File: src/rtl/blink_pkg.sv
// Shared definitions for the multi-channel LED blinker: mode encodings,
// millisecond constant and a small sizing helper.
package blink_pkg;

  typedef logic [1:0] blink_mode_t;

  localparam blink_mode_t MODE_HALF0 = 2'd0;
  localparam blink_mode_t MODE_HALF1 = 2'd1;
  localparam blink_mode_t MODE_HALF2 = 2'd2;
  localparam blink_mode_t MODE_OFF   = 2'd3;

  localparam int MS_PER_S = 1000;

  // Largest of three half-periods, used to size the shared ms counters.
  function automatic int max3(input int a, input int b, input int c);
    int m;
    m = a;
    if (b > m) begin
      m = b;
    end else begin
      m = m;
    end
    if (c > m) begin
      m = c;
    end else begin
      m = m;
    end
    return m;
  endfunction

endpackage

File: src/rtl/blink_channel.sv
// One blink channel: millisecond counter, registered mode copy and LED state.
// Restarts cleanly on any mode change; mode MODE_OFF parks the channel dark.
module blink_channel
  import blink_pkg::*;
#(
  parameter int MS_W = 11
) (
  input  logic            clk,
  input  logic            reset,
  input  logic            tick,
  input  blink_mode_t     mode,
  input  logic [MS_W-1:0] half_0,
  input  logic [MS_W-1:0] half_1,
  input  logic [MS_W-1:0] half_2,
  output logic            state
);

  logic [MS_W-1:0] cnt_r;
  logic [MS_W-1:0] cnt_s;
  blink_mode_t     mode_r;
  blink_mode_t     mode_s;
  logic            state_r;
  logic            state_s;
  logic [MS_W-1:0] half_s;
  logic [MS_W-1:0] last_s;

  // Select the half-period of the active mode.
  always_comb begin
    half_s = half_0;
    case (mode_r)
      MODE_HALF0: half_s = half_0;
      MODE_HALF1: half_s = half_1;
      MODE_HALF2: half_s = half_2;
      MODE_OFF:   half_s = half_0;
      default:    half_s = half_0;
    endcase
    last_s = half_s - {{(MS_W-1){1'b0}}, 1'b1};
  end

  // Next-state logic; a mode change takes priority and swallows a coincident tick.
  always_comb begin
    cnt_s   = cnt_r;
    mode_s  = mode_r;
    state_s = state_r;
    if (mode != mode_r) begin
      cnt_s   = {MS_W{1'b0}};
      state_s = 1'b0;
      mode_s  = mode;
    end else if (mode_r == MODE_OFF) begin
      cnt_s   = {MS_W{1'b0}};
      state_s = 1'b0;
    end else if (tick) begin
      if (cnt_r == last_s) begin
        cnt_s   = {MS_W{1'b0}};
        state_s = ~state_r;
      end else begin
        cnt_s   = cnt_r + {{(MS_W-1){1'b0}}, 1'b1};
      end
    end else begin
      cnt_s   = cnt_r;
    end
  end

  // Channel state registers.
  always_ff @(posedge clk) begin
    if (reset) begin
      cnt_r   <= {MS_W{1'b0}};
      mode_r  <= MODE_HALF0;
      state_r <= 1'b0;
    end else begin
      cnt_r   <= cnt_s;
      mode_r  <= mode_s;
      state_r <= state_s;
    end
  end

  assign state = state_r;

endmodule

File: src/rtl/multi_blinker.sv
// CHANNELS independent LED blinkers sharing a 1 ms prescaler, with global pause.
// Optional dimming PWM on lit phases is enabled by defining MULTI_BLINKER_PWM_EN.
module multi_blinker
  import blink_pkg::*;
#(
  parameter int CLK_HZ    = 50_000_000,
  parameter int CHANNELS  = 8,
  parameter int HALF_MS_0 = 1000,
  parameter int HALF_MS_1 = 1800,
  parameter int HALF_MS_2 = 500,
  parameter int PWM_DUTY  = 8
) (
  input  logic                  CLOCK_50,
  input  logic                  RESET,
  input  logic [2*CHANNELS-1:0] MODE,
  input  logic                  ENABLE,
  output logic [CHANNELS-1:0]   LED,
  output logic                  TICK_MS
);

  localparam int PRESC    = CLK_HZ / MS_PER_S;
  localparam int PRESC_W  = (PRESC > 1) ? $clog2(PRESC) : 1;
  localparam int HALF_MAX = max3(HALF_MS_0, HALF_MS_1, HALF_MS_2);
  localparam int MS_W     = (HALF_MAX > 1) ? $clog2(HALF_MAX) : 1;

  localparam logic [PRESC_W-1:0] PRESC_LAST = PRESC_W'(PRESC - 1);
  localparam logic [MS_W-1:0]    HALF0_C    = MS_W'(HALF_MS_0);
  localparam logic [MS_W-1:0]    HALF1_C    = MS_W'(HALF_MS_1);
  localparam logic [MS_W-1:0]    HALF2_C    = MS_W'(HALF_MS_2);

  logic [PRESC_W-1:0]  presc_r;
  logic                tick_s;
  logic [CHANNELS-1:0] state_s;

  assign tick_s  = ENABLE && (presc_r == PRESC_LAST);
  assign TICK_MS = tick_s;

  // Millisecond prescaler; frozen while ENABLE is low.
  always_ff @(posedge CLOCK_50) begin
    if (RESET) begin
      presc_r <= {PRESC_W{1'b0}};
    end else if (ENABLE) begin
      if (presc_r == PRESC_LAST) begin
        presc_r <= {PRESC_W{1'b0}};
      end else begin
        presc_r <= presc_r + {{(PRESC_W-1){1'b0}}, 1'b1};
      end
    end else begin
      presc_r <= presc_r;
    end
  end

  for (genvar i = 0; i < CHANNELS; i++) begin : g_ch
    blink_channel #(
      .MS_W (MS_W)
    ) u_ch (
      .clk    (CLOCK_50),
      .reset  (RESET),
      .tick   (tick_s),
      .mode   (MODE[2*i +: 2]),
      .half_0 (HALF0_C),
      .half_1 (HALF1_C),
      .half_2 (HALF2_C),
      .state  (state_s[i])
    );
  end

`ifdef MULTI_BLINKER_PWM_EN
  localparam logic [4:0] DUTY_C = 5'(PWM_DUTY);

  logic [3:0] pwm_r;
  logic       pwm_on_s;

  // Free-running PWM phase counter.
  always_ff @(posedge CLOCK_50) begin
    if (RESET) begin
      pwm_r <= 4'd0;
    end else begin
      pwm_r <= pwm_r + 4'd1;
    end
  end

  assign pwm_on_s = ({1'b0, pwm_r} < DUTY_C);
  assign LED      = state_s & {CHANNELS{pwm_on_s}};
`else
  assign LED = state_s;
`endif

endmodule

File: config.mk
export PLATFORM = sky130hd
export DESIGN_NAME = multi_blinker
export DESIGN_NICKNAME = d
export VERILOG_FILES = /design/src/rtl/blink_pkg.sv /design/src/rtl/blink_channel.sv /design/src/rtl/multi_blinker.sv
export SDC_FILE = /design/constraint.sdc
export NUM_CORES = 1
export LEC_CHECK = 0
export BUFFER_PORTS_ARGS = -buffer_cell sky130_fd_sc_hd__clkbuf_2
export CORE_MARGIN = 1
export CORE_UTILIZATION = 40
export DETAILED_ROUTE_END_ITERATION = 12
export SYNTH_ARGS = -nofsm -noshare
export SYNTH_HDL_FRONTEND = slang
export SYNTH_SLANG_ARGS = --single-unit
File: constraint.sdc
create_clock -name CLOCK_50 -period 2.6 [get_ports CLOCK_50]
set_clock_uncertainty 0.1 [all_clocks]
set_input_delay 0.65 -clock CLOCK_50 [delete_from_list [all_inputs] [get_ports CLOCK_50]]
set_output_delay 0.65 -clock CLOCK_50 [all_outputs]
set_load 0.02 [all_outputs]
======== After elaboration in Yosys (flattened, before gate mapping) ========
Index checks and enable logic that the tools add are counted.
storage, ports and cells
  register bits ........................... 128
  input port bits ......................... 19
  output and inout port bits .............. 9
  logic and storage cells ................. 141
operators by class
  $add $sub $neg .......................... 17
  eq/ne operators ......................... 41
  mux-type cells .......................... 17
  bitwise gates (word level) .............. 8
  reductions and logical operators ........ 33
operators by type and width
  cell                                                                   number
  11-bit case mux with 3 select lines                                    8
  11-bit by 1-bit adder with 11-bit output, second input constant        8
  11-bit equality test                                                   8
  11-bit 2-to-1 mux                                                      8
  11-bit by 1-bit subtractor with 11-bit output, second input constant   8
  2-bit equality test, second input constant                             16
  3-bit OR reduction                                                     8
  16-bit by 1-bit adder with 16-bit output, second input constant        1
  16-bit equality test, second input constant                            1
  2-bit by 1-bit equality test with 1-bit output, second input constant  8
  2-bit logical NOT                                                      8
  16-bit 2-to-1 mux                                                      1
  2-bit inequality test                                                  8
  2-bit AND reduction                                                    8
  2-bit OR reduction                                                     8
  1-bit NOT                                                              8
  1-bit logical AND                                                      1

======== Longest topological paths before layout ========
Gate-level depths: netlist (run 1).
  depth in word-level cells ............... 6
  gate-level depth with buffers ........... 8
  mapped depth without buffers ............ 6

======== Cells and area by module ========
A second synthesis (run 1) with hierarchy kept.
second synthesis, totals
  cells, all modules ...................... 1396
  area total of the unflattened synthesis .. 11778.8 µm²
modules (own cells, without submodules)
  module                            instances  cells an instance  area each (µm²)  sequential area each (µm²)
  blink_channel (g_ch[0].u_ch ...)  7          164                1386.3           280.3
  blink_channel (g_ch[2].u_ch)      1          162                1315.0           280.3
  multi_blinker                     1          86                 759.5            320.3

======== Worst setup path before layout (run 1) ========
OpenSTA, ideal clock, no wires.
  kind .................................... input port to flip-flop
  from .................................... in ENABLE
  to ...................................... reg g_ch[3].u_ch.cnt_r[5]
  setup time .............................. 0.126 ns
  arrival time ............................ 2.441 ns
  data required time ...................... 2.374 ns
  path slack .............................. -0.066 ns
  stages .................................. 8
  buffers on the path ..................... 3
  cell sequence ........................... clkbuf_1 nand4_1 or4_1 buf_2 buf_6 nor3_1 xnor2_1 nor2_1
on the way
  cells in the longest elaborated chain, start to end .. 1
ends and longest elaborated chain
  what                  RTL line             RTL
  start, declared       multi_blinker.sv:16  input logic ENABLE,
  1-bit logical AND     multi_blinker.sv:35  assign tick_s = ENABLE && (presc_r == PRESC_LAST);
  end signal, assigned  blink_channel.sv:67  cnt_r <= {MS_W{1'b0}};
  end signal, assigned  blink_channel.sv:71  cnt_r <= cnt_s;
  end, declared         blink_channel.sv:18  logic [MS_W-1:0] cnt_r;
No other way between the ends.
A chain may end at the register's enable or synchronous reset.

======== Worst setup path after layout (run 1) ========
  from .................................... reg presc_r[13]
  to ...................................... out TICK_MS
on the way
  cells in the longest elaborated chain, start to end .. 2
ends and longest elaborated chain
  what                    RTL line             RTL
  start, declared         multi_blinker.sv:31  logic [PRESC_W-1:0] presc_r;
  start signal, assigned  multi_blinker.sv:41  presc_r <= {PRESC_W{1'b0}};
  start signal, assigned  multi_blinker.sv:44  presc_r <= {PRESC_W{1'b0}};
  start signal, assigned  multi_blinker.sv:46  presc_r <= presc_r + {{(PRESC_W-1){1'b0}}, 1'b1};
  16-bit equality test    multi_blinker.sv:35
  1-bit logical AND       multi_blinker.sv:35
  end, declared           multi_blinker.sv:18  output logic TICK_MS
No other way between the ends.

==> summary.txt, run 1 <==
Drt
  – Final ANT Viol Nets: 0
  – Remaining design rule violation count: 0
  – Final WL: 15500 um
  – Detailed-router iteration count before antenna repair: 5
  – Routed vias: 5832
  – Mean number of vias per cell: 5.40
  – Routed wire length per instance: between 10 and 15 um
  – Initial DRC count: ~340

Timing
  – Count of pins over their slew limit: 0
  – Hold_ws: 0.352 ns
  – Count of endpoints failing setup in the final report: 0
  – Final Hold Violating Endpoints: 0
  – Slew at the pin with the worst max-slew slack: 0.810 ns
  – Maximum achievable frequency: 0.392 GHz
  – Minimum setup slack in the final design: roughly 0.047 ns
  – RSZ-0062 raised after global routing: yes
  – Final worst path period share: 98.2%
  – Final critical delay including setup and external delays: 2.55 ns
  – Normalized max-slew margin: 46.0%
  – Final TNS setup: 0 ns

Floorplanning
  – Initial core utilization: 41.1%
  – Rows: 46
  – Vertical extent of the die: about 130 um
  – Die area: 16900 sq um
  – Core Box Area: 15900 sq um
  – I/O pin cnt: 28
  – Width of the die: approximately 130 um

Worst setup path
  – Crit path top cell by count: buf_6
  – Slowest-stage cell, CP: or4_4
  – Number of buffer and inverter instances along the worst setup path: 2
  – Peak per-stage delay on the critical path: about 0.56 ns
  – Arrival time at the worst endpoint: roughly 1.8 ns
  – Worst r2r src: presc_r[13]$_SDFFE_PP0P_
  – Setup CP Type: flip-flop to output pin
  – CP Launch Type: flip-flop
  – Depth of the worst register-to-register path: 7
  – Setup slack on the worst flop-to-flop path: 0.05 ns
  – Endpoint of the lowest-slack register-to-register path: g_ch[4].u_ch.cnt_r[7]$_SDFFE_PP0P_
  – Cell Chain, Critical Path: or4_4 > nor4_4 > buf_6 > buf_6
  – Required arrival time at the worst endpoint: 1.85 ns
  – Largest delay contributor family on the critical path: simple AND/OR/NAND/NOR gates
  – Worst Path Max Fanout: 4
  – Critical Path End Type: output pin

Final layout
  – Post-Layout Cell Count: 1080
  – Area Overhead vs Synth: 21.1%
  – Summed area of non-filler cells in the final layout: 7930 sq um
  – Share of the core filled with cells: 49.8%
  – Count of filler cells inserted in the layout: 1529
  – Fraction of layout cells with a size suffix above 1: between 10 and 15%
  – # nets final: 879
  – Antenna diode count: 0

Global route
  – Number of global-route vias before repair: 5250
  – Antenna violations before repair: 0
  – Overall fraction of global-route tracks in use: approximately a fifth
  – Final global-route overflow total: 0
  – Wire length of the first global-routing pass: between 20000 and 30000 um
  – Largest net degree at the start of global routing: 28

Hold path
  – Hold Startpoint: g_ch[5].u_ch.cnt_r[8]$_SDFFE_PP0P_
  – Worst hold stages: 1
  – Classification of the worst-slack hold path: flip-flop to flip-flop
  – Worst Hold Endpoint: g_ch[5].u_ch.cnt_r[8]$_SDFFE_PP0P_

Synth
  – Total standard cell area after synthesis: 6550 sq um
  – Total of flip-flops plus latches after synthesis: 128
  – Net count of the mapped netlist: 830
  – Most used DFF post-synth: dfxtp_1
  – Proportion of synthesized chip area in sequential cells: 39.1%
  – Average cell area after synthesis: 8.17 sq um
  – Synthesized-area fraction occupied by and/or/nand/nor cells: 32.2%
  – Combinational family with the most area after synthesis: simple AND/OR/NAND/NOR gates
  – Complex-gate fraction of the synthesized area: 15.5%
  – Synthesis warning total: 0
  – Area share of fa/ha/maj cells after synthesis: 1.72%
  – Xor/xnor cell area share of the yosys netlist: 6.69%
  – Netlist cell types: 61
  – Cells after synthesis: 802
  – Mux share of post-synthesis cell area: 0.306%
  – EDFF count, synth: 0
  – Share of flip-flops with an asynchronous set or reset after synthesis: 0%

Pwr
  – Overall Power: 4.72 mW
  – Peak VDD IR: 0.473 mV
  – Reported leakage power: about 2.7 nW
  – Pwr/cell area: 595 nW/um^2

Clock network
  – TritonCTS buffer count: 17
  – Register clock-pin slew on the reported worst setup and hold paths: 0.05 ns
  – Cell at the root of the clock tree: clkbuf_16
  – Worst skew pair latency: roughly 0.42 ns
  – Clock tree from TritonCTS: yes
  – CTS Hold Bufs: 0
  – Maximum clock path buffer count: 2
  – Clock sink count: 128
  – H-tree levels: 4

Placed design
  – Routability-driven placement congestion ratio: 0.789
  – Placed Cells incl. Taps: 1044
  – Number of buffers added on ports: 27
  – DP Worst Slack: 0.125 ns
  – Estimated wirelength of the detail-placed design: 10700 um
  – Cell Area, Placed: slightly above 7000 sq um

Status
  – Run status: complete, no violations

Job
  – Max-cap viol count: 0
-- cells in the final DEF (no fill, tap or decap), types with 17 or more instances in the layout --
master	netlist	final
nand2_1	82	82
buf_4	8	26
nor2_1	79	79
o21ai_0	17	17
nand4_1	22	22
and3_1	17	17
or3_1	19	19
clkbuf_2	0	26
a31oi_1	20	20
nand3_1	44	44
xor2_1	32	32
nor3_1	37	36
a21oi_1	38	38
clkbuf_16	0	18
dfxtp_1	128	125
xnor2_1	18	18
inv_1	34	34
nor2b_1	24	24
-- final cells by class --
type                            instances  area (sq um)  share of cell area, %
Multi-Input combinational cell        608          3830                   48.3
Sequential cell                       128          2570                   32.4
Timing Repair Buffer                   61           484                   6.10
Clock buffer                           17           425                   5.36
Tap cell                              216           270                   3.41
Clock inverter                         15           218                   2.74
Inverter                               35           131                   1.66
-- sequential cells by signal, indices dropped and copies added, names as in the netlist --
register and cells:
g_ch.u_ch.mode_r 16, presc_r 16, g_ch.u_ch.state 8, g_ch.u_ch.cnt_r 88
-- worst max-delay path by stage --
stage                                  start                                 end  cells past startpoint
floorplan                             ENABLE  g_ch[3].u_ch.cnt_r[5]$_SDFFE_PP0P_                      8
global placement                      ENABLE  g_ch[4].u_ch.cnt_r[2]$_SDFFE_PP0P_                      8
detailed placement                    ENABLE  g_ch[4].u_ch.cnt_r[2]$_SDFFE_PP0P_                      8
CTS                 presc_r[11]$_SDFFE_PP0P_  g_ch[6].u_ch.cnt_r[7]$_SDFFE_PP0P_                      7
global route        presc_r[13]$_SDFFE_PP0P_                             TICK_MS                      4
finish              presc_r[13]$_SDFFE_PP0P_                             TICK_MS                      4
-- worst register-to-register path, cell delays in order, from the launching register on --
cell	delay, ns
dfxtp_2	0.33
or4_4	0.56
buf_4	0.18
or4_4	0.56
buf_12	0.19
nor4_4	0.30
xnor2_1	0.14
nor2_1	0.05
-- routing by layer --
| layer | global-route usage (%) | wire (um) | up-vias |
|---|---|---|---|
| met1 | 25.6 | 7500 | 2686 |
| li1 | - | - | 3034 |
| met5 | 0 | 0 | - |
| met2 | 29.6 | 6910 | 88 |
| met4 | 7.39 | 377 | 0 |
| met3 | 4.80 | 688 | 24 |
-- power by group --
part	total [mW]	leakage, nW	switching [mW]	internal [mW]
Combinational	0.148	1.40	0.0861	0.0620
Sequential	2.00	1.04	0.0161	1.98
Clock	2.58	0.305	0.886	1.69
-- synth_stat cells (all sizes together), types with 13 or more instances --
| master | count | area share [%] |
|---|---|---|
| inv | 35 | 2.0 |
| nor3 | 38 | 3.0 |
| nand4 | 22 | 2.1 |
| and3 | 17 | 1.6 |
| nor2 | 79 | 4.5 |
| dfxtp | 128 | 39 |
| nor4 | 21 | 2.5 |
| a311oi | 13 | 1.7 |
| xnor2 | 18 | 2.4 |
| xor2 | 32 | 4.3 |
| clkbuf | 14 | 0.80 |
| o21ai | 17 | 1.3 |
| a21oi | 38 | 2.9 |
| a31oi | 20 | 1.9 |
| buf | 17 | 1.7 |
| or3 | 19 | 1.8 |
| o211ai | 13 | 1.5 |
| nand3 | 44 | 3.4 |
| nand2 | 82 | 4.7 |
| nor2b | 24 | 2.3 |
-- kinds of logic after synthesis --
family	after synthesis
DFF	128
and+or+nand+nor	398
buffers and inverters	66
xor gates and xnor gates	50
adders and majority gates	9
AOI/OAI and AO/OA	149
muxes	2
-- repair_timing --
action	in CTS	in global routing
pin swaps	4	4
gates resized for setup	10	16
endpoints found under the setup margin	1	10
gates cloned	0	1
buffers inserted	3	1
(Power assumes the default switching activity.)
==> run 2, diff against run 1 <==
- CORE_UTILIZATION: 40 -> 56
- PLACE_DENSITY: unset -> 0.76
==> run 2 against run 1 <==
Against the previous run: worst hold slack lost 0.0022 ns; wire length shrank 2.6%; critical path type unchanged; sequential power is essentially flat; critical endpoint unchanged.
==> summary.txt, run 2 (synthesis results as in run 1) <==
Drt
  – Detailed-router iteration count before antenna repair: 5 (unchanged)
  – Mean number of vias per cell: 6.09 (+13%)
  – Initial DRC count: 388 (+15%)
  – Final ANT Viol Nets: 0 (unchanged)
  – Remaining design rule violation count: 0 (unchanged)
  – Routed wire length per instance: 15.1 um (+5.6%)
  – Routed vias: 6063 (+4.0%)
  – Final WL: 15100 um (-2.6%)

Floorplanning
  – Width of the die: 110 um (-15%)
  – Rows: 39 (-15%)
  – Die area: 12100 sq um (-28%)
  – Initial core utilization: 57.4% (+16 points)
  – I/O pin cnt: 28 (unchanged)
  – Vertical extent of the die: 110 um (-15%)
  – Core Box Area: 11400 sq um (-28%)

Pwr
  – Seq pwr share: 44.0% (+1.7 points)
  – Net Sw Frac: 20.1% (-0.81 points)
  – Pwr/cell area: 600 nW/um^2 (+0.87%)
  – Reported leakage power: 2.56 nW (-6.7%)
  – Peak VDD IR: 0.590 mV (+25%)
  – Switch Pwr: 0.912 mW (-7.6%)
  – P_int: 3.62 mW (-2.9%)
  – Combinational share of power: 3.0% (about the same)
  – Clock group share of total power: 53.0% (-1.6 points)

Final layout
  – Commonest non-fill, non-tap cell in the layout: dfxtp_1
  – Area Overhead vs Synth: 15.4%
  – Most flop-heavy register: g_ch.u_ch.cnt_r
  – Antenna diode count: 0 (unchanged)
  – Area used by multi-input combinational logic: 3730 sq um (-2.6%)
  – Count of filler cells inserted in the layout: 945 (-38%)
  – Fraction of layout cells with a size suffix above 1: 12.0% (-2.2 points)
  – # nets final: 870 (-1.0%)
  – Commonest cells after routing, fill and taps aside: dfxtp_1 (126), nand2_1 (82), nor2_1 (79)
  – Sequential cell area in the final layout: 2560 sq um (-0.24%)
  – Number of flip-flops in the largest register: 88 (unchanged)
  – Top flop regs: g_ch.u_ch.cnt_r x88, g_ch.u_ch.mode_r x16, presc_r x16

Worst setup path
  – Arrival time at the worst endpoint: 1.79 ns (about the same)
  – Worst Path Max Fanout: 5 (+1)
  – Required arrival time at the worst endpoint: 1.85 ns (about the same)
  – Worst setup startpoint: presc_r[10]$_SDFFE_PP0P_
  – CP Launch Type: flip-flop
  – Worst r2r src: presc_r[10]$_SDFFE_PP0P_
  – Critical Path End Type: output pin
  – Setup CP Type: flip-flop to output pin

Placed design
  – Number of buffers added on ports: 27 (unchanged)
  – Estimated wirelength of the detail-placed design: 10900 um (+2.1%)
  – Routability-driven placement congestion ratio: 0.851 (+7.9%)

Global route
  – Overall fraction of global-route tracks in use: 26.8% (+7.7 points)
  – Wire length of the first global-routing pass: 25200 um (-0.68%)
  – Number of global-route vias before repair: 5749 (+9.5%)
  – Final global-route overflow total: 0 (unchanged)
  – Antenna violations before repair: 0 (unchanged)
  – Largest net degree at the start of global routing: 28 (unchanged)

Clock network
  – Maximum clock path buffer count: 2 (unchanged)
  – Clock tree from TritonCTS: yes
  – Cell at the root of the clock tree: clkbuf_16
  – Worst skew pair latency: 0.43 ns (about the same)
  – CTS Hold Bufs: 0 (unchanged)
  – TritonCTS buffer count: 17 (unchanged)
  – Register clock-pin slew on the reported worst setup and hold paths: 0.05 ns (about the same)
  – Clock sink count: 128 (unchanged)
  – H-tree levels: 4 (unchanged)

Job
  – Max-cap viol count: 0 (unchanged)

Hold path
  – Hold Startpoint: g_ch[5].u_ch.cnt_r[8]$_SDFFE_PP0P_
  – Classification of the worst-slack hold path: flip-flop to flip-flop

Timing
  – Final worst path period share: 97.9% (-0.31 points)
  – Final critical delay including setup and external delays: 2.54 ns (-0.00819 ns)
  – Hold_ws: 0.350 ns (-0.00221 ns)
  – Normalized max-slew margin: 45.3% (-0.70 points)
  – RSZ-0062 raised after global routing: yes
  – Final Hold Violating Endpoints: 0 (unchanged)
  – Final TNS setup: 0 ns (unchanged)
  – Count of endpoints failing setup in the final report: 0 (unchanged)
  – Maximum achievable frequency: 0.393 GHz (+0.32%)
  – Count of pins over their slew limit: 0 (unchanged)
  – Slew at the pin with the worst max-slew slack: 0.820 ns (+0.00962 ns)

Status
  – Run status: complete, no violations
==> run 2: cell count changes in the layout (fill, tap and decap cells not counted), sizes merged <==
| cell | previous run | this run |
|---|---|---|
| buf | 34 | 25 |
| clkbuf | 44 | 51 |
| clkinvlp | 4 | 0 |
| clkinv | 6 | 3 |
| bufinv | 5 | 3 |
==> run 2: what timing repair did <==
| action | CTS | global route |
|---|---|---|
| setup buffers | 1 | 0 |
| pin swaps | 1 | 0 |
| resized for setup | 2 | 8 |
| gates cloned | 0 | 0 |
| setup endpoints to repair | 1 | 18 |
==> run 2: final cells by class <==
class,instances,area share [%]
inverter,35,1.74
clock inverter,6,1.39
tap,143,2.37
clock buffer,24,6.51
multi-input combinational,608,49.4
sequential,128,33.9
timing repair buffer,52,4.65
==> run 2: worst max-delay path, stage by stage (launching register included) <==
cell	delay, ns
dfxtp_1	0.34
or4_4	0.62
nor4_4	0.20
clkbuf_8	0.21
==> run 2: final timing paths <==
path,depth (start not counted),endpoint,slack [ns]
hold reg to reg,1,g_ch[5].u_ch.cnt_r[8]$_SDFFE_PP0P_,0.35
setup / recovery,3,TICK_MS,0.06
hold / removal,1,g_ch[5].u_ch.cnt_r[8]$_SDFFE_PP0P_,0.35
setup reg to reg,6,g_ch[3].u_ch.cnt_r[7]$_SDFFE_PP0P_,0.09
==> run 2: per-layer routing <==
| layer | global-route usage (%) | routed length [um] | vias up |
|---|---|---|---|
| met4 | 10.4 | 308 | 0 |
| met1 | 30.1 | 6630 | 2895 |
| li1 | - | - | 3011 |
| met3 | 7.94 | 594 | 32 |
| met2 | 47.6 | 7540 | 125 |
| met5 | 0 | 0 | - |
==> run 2: stage by stage <==
stage	total power [mW]	setup WS, ns	util (%)	area [sq um]	instances
after detailed placement	2.17	0.0683	60.6	6920	966
final	4.54	0.0553	66.2	7560	996
after floorplan	2.11	0.0152	-	6550	802
after global placement	2.16	0.109	60.6	6920	966
after global routing	4.68	-0.00992	66.2	7560	996
after CTS	4.57	0.00902	65.9	7530	996
==> run 2: power by group through the flow <==
stage	Clock, mW	Combinational, mW	Sequential [mW]
floorplan	0	0.0807	2.03
global placement	0	0.129	2.03
detailed placement	0	0.134	2.04
CTS	2.44	0.135	1.99
global route	2.54	0.149	2.00
finish	2.41	0.135	2.00
==> run 3, diff against run 2 <==
- CORE_ASPECT_RATIO: unset -> 1.75
- PLACE_DENSITY: 0.76 -> unset
- PLACE_DENSITY_LB_ADDON: unset -> 0.25
==> run 3 against run 2 <==
Against the previous run: worst hold slack gained 0.014 ns; largest cell class unchanged; non-clock buffer count is the same; critical endpoint is now g_ch[3].u_ch.cnt_r[7]$_SDFFE_PP0P_; core utilization grew 1.2 points; critical path type is now flip-flop to flip-flop.
==> summary.txt, run 3 (synthesis results as in run 1) <==
Clock network
  – Cell at the root of the clock tree: clkbuf_16
  – Maximum clock path buffer count: 2 (unchanged)
  – TritonCTS buffer count: 17 (unchanged)
  – Register clock-pin slew on the reported worst setup and hold paths: 0.06 ns (about the same)
  – Clock tree from TritonCTS: yes
  – H-tree levels: 4 (unchanged)
  – Clock sink count: 128 (unchanged)
  – Worst skew pair latency: 0.41 ns (-0.02 ns)

Final layout
  – Post-Layout Cell Count: 987 (-0.90%)
  – Area Overhead vs Synth: 15.6%
  – Fraction of layout cells with a size suffix above 1: 12.4% (+0.44 points)
  – Commonest non-fill, non-tap cell in the layout: dfxtp_1
  – Antenna diode count: 0 (unchanged)
  – Number of flip-flops in the largest register: 88 (unchanged)
  – Share of the core filled with cells: 67.4% (+1.2 points)
  – Summed area of non-filler cells in the final layout: 7570 sq um (+0.17%)
  – Top flop regs: g_ch.u_ch.cnt_r x88, g_ch.u_ch.mode_r x16, presc_r x16
  – Count of filler cells inserted in the layout: 914 (-3.3%)
  – # nets final: 870 (unchanged)
  – Commonest cells after routing, fill and taps aside: dfxtp_1 (126), nand2_1 (82), nor2_1 (79)
  – Most flop-heavy register: g_ch.u_ch.cnt_r

Timing
  – Maximum achievable frequency: 0.391 GHz (-0.61%)
  – Count of pins over their slew limit: 0 (unchanged)
  – Normalized max-slew margin: 42.1% (-3.2 points)
  – RSZ-0062 raised after global routing: yes
  – Count of endpoints failing setup in the final report: 0 (unchanged)
  – Slew at the pin with the worst max-slew slack: 0.858 ns (+0.0378 ns)
  – Final worst path period share: 98.5% (+0.60 points)
  – Hold_ws: 0.364 ns (+0.0141 ns)
  – Final TNS setup: 0 ns (unchanged)
  – Final critical delay including setup and external delays: 2.56 ns (+0.0155 ns)
  – Final Hold Violating Endpoints: 0 (unchanged)

Pwr
  – Clock group share of total power: 53.4% (+0.4 points)
  – P_int: 3.59 mW (-0.88%)
  – Peak VDD IR: 0.640 mV (+8.5%)
  – Reported leakage power: 2.55 nW (-0.47%)
  – Net Sw Frac: 21.6% (+1.5 points)
  – Seq pwr share: 43.5% (-0.5 points)
  – Combinational share of power: 3.1% (about the same)
  – Switch Pwr: 0.991 mW (+8.6%)
  – Pwr/cell area: 605 nW/um^2 (+0.85%)

Worst setup path
  – CP Launch Type: flip-flop
  – Critical Path End Type: flip-flop
  – Setup slack on the worst flop-to-flop path: 0.04 ns (-0.05 ns)
  – Arrival time at the worst endpoint: 2.74 ns (+0.95 ns)
  – Required arrival time at the worst endpoint: 2.78 ns (+0.93 ns)
  – Setup CP Type: flip-flop to flip-flop
  – Worst Path Max Fanout: 27 (+22)

Global route
  – Number of global-route vias before repair: 5946 (+3.4%)
  – Final global-route overflow total: 0 (unchanged)
  – Overall fraction of global-route tracks in use: 26.3% (-0.51 points)
  – Antenna violations before repair: 0 (unchanged)
  – Largest net degree at the start of global routing: 35 (+25%)
  – Wire length of the first global-routing pass: 26400 um (+4.5%)

Status
  – Run status: complete, no violations

Drt
  – Routed wire length per instance: 15.9 um (+5.3%)
  – Met2 wire len: 8400 um (+11%)
  – Final WL: 15700 um (+4.4%)
  – Highest routed metal layer: met4
  – Mean number of vias per cell: 6.25 (+2.6%)
  – Detailed-router iteration count before antenna repair: 5 (unchanged)
  – Remaining design rule violation count: 0 (unchanged)
  – Routed vias: 6166 (+1.7%)
  – DRT met1 WL: 6250 um (-5.6%)
  – Metal3 WL: 721 um (+21%)
  – Final ANT Viol Nets: 0 (unchanged)
  – Initial DRC count: 338 (-13%)

Floorplanning
  – Core Box Area: 11200 sq um (-1.6%)
  – Vertical extent of the die: 145 um (+32%)
  – Rows: 51 (+31%)
  – I/O pin cnt: 28 (unchanged)
  – Die area: 12200 sq um (+0.14%)
  – Width of the die: 83.8 um (-24%)
  – Initial core utilization: 58.3% (+0.96 points)

Placed design
  – Routability-driven placement congestion ratio: 0.934 (+9.7%)
  – Cell Area, Placed: 6910 sq um (-0.13%)
  – Placed Cells incl. Taps: 954 (-1.2%)
  – Estimated wirelength of the detail-placed design: 11200 um (+2.6%)
  – Number of buffers added on ports: 27 (unchanged)

Hold path
  – Classification of the worst-slack hold path: flip-flop to flip-flop

Job
  – Max-cap viol count: 0 (unchanged)
==> run 3: layer usage <==
layer | GRT usage (%) | vias up
li1 | - | 3003
met1 | 28.5 | 2933
met2 | 49.0 | 194
met3 | 5.46 | 36
met4 | 10.3 | 0
met5 | 0 | -
==> run 3: path summary, 6_finish.rpt <==
check / from / to / cells after the start
worst max-delay path: presc_r[10]$_SDFFE_PP0P_ / g_ch[3].u_ch.cnt_r[7]$_SDFFE_PP0P_ / 6
worst min-delay path: g_ch[5].u_ch.cnt_r[8]$_SDFFE_PP0P_ / g_ch[5].u_ch.cnt_r[8]$_SDFFE_PP0P_ / 1
worst max register to register: presc_r[10]$_SDFFE_PP0P_ / g_ch[3].u_ch.cnt_r[7]$_SDFFE_PP0P_ / 6
worst min register to register: g_ch[5].u_ch.cnt_r[8]$_SDFFE_PP0P_ / g_ch[5].u_ch.cnt_r[8]$_SDFFE_PP0P_ / 1
==> run 3: cell type report <==
cell class	count	area (sq um)	area share (%)
clock inverters	13	161	2.13
inverters	35	131	1.74
clock buffers	19	453	5.98
flip-flops and latches	128	2560	33.9
well taps	132	165	2.18
repair buffers	52	357	4.71
multi-input cells	608	3740	49.4
==> run 3: per-stage QoR <==
step | total power [mW] | worst slack, ns
after floorplan | 2.11 | 0.0152
after global placement | 2.17 | 0.126
after detailed placement | 2.17 | 0.0545
after CTS | 4.61 | 0.0367
after global routing | 4.72 | -0.0236
final | 4.58 | 0.0398
==> run 3: timing repair <==
item,in CTS,in global routing
buffers inserted,1,0
setup endpoints to repair,1,5
resized for setup,5,3
pin swaps,1,0
hold buffers,0,0
==> run 3: worst max-delay path, cell delays in order, from the launching register on <==
cell and delay [ns]:
dfxtp_1 0.34, or4_4 0.62, or4_1 0.58, buf_12 0.20, nor4_1 0.36, xnor2_1 0.16
nor2_1 0.05
==> run 3: power groups by stage <==
stage | Combinational [mW] | Clock, mW | Sequential (mW)
2_1_floorplan | 0.0807 | 0 | 2.03
3_3_place_gp | 0.134 | 0 | 2.03
3_5_place_dp | 0.139 | 0 | 2.04
4_1_cts | 0.139 | 2.48 | 1.99
5_1_grt | 0.154 | 2.57 | 2.00
6_report | 0.140 | 2.45 | 2.00
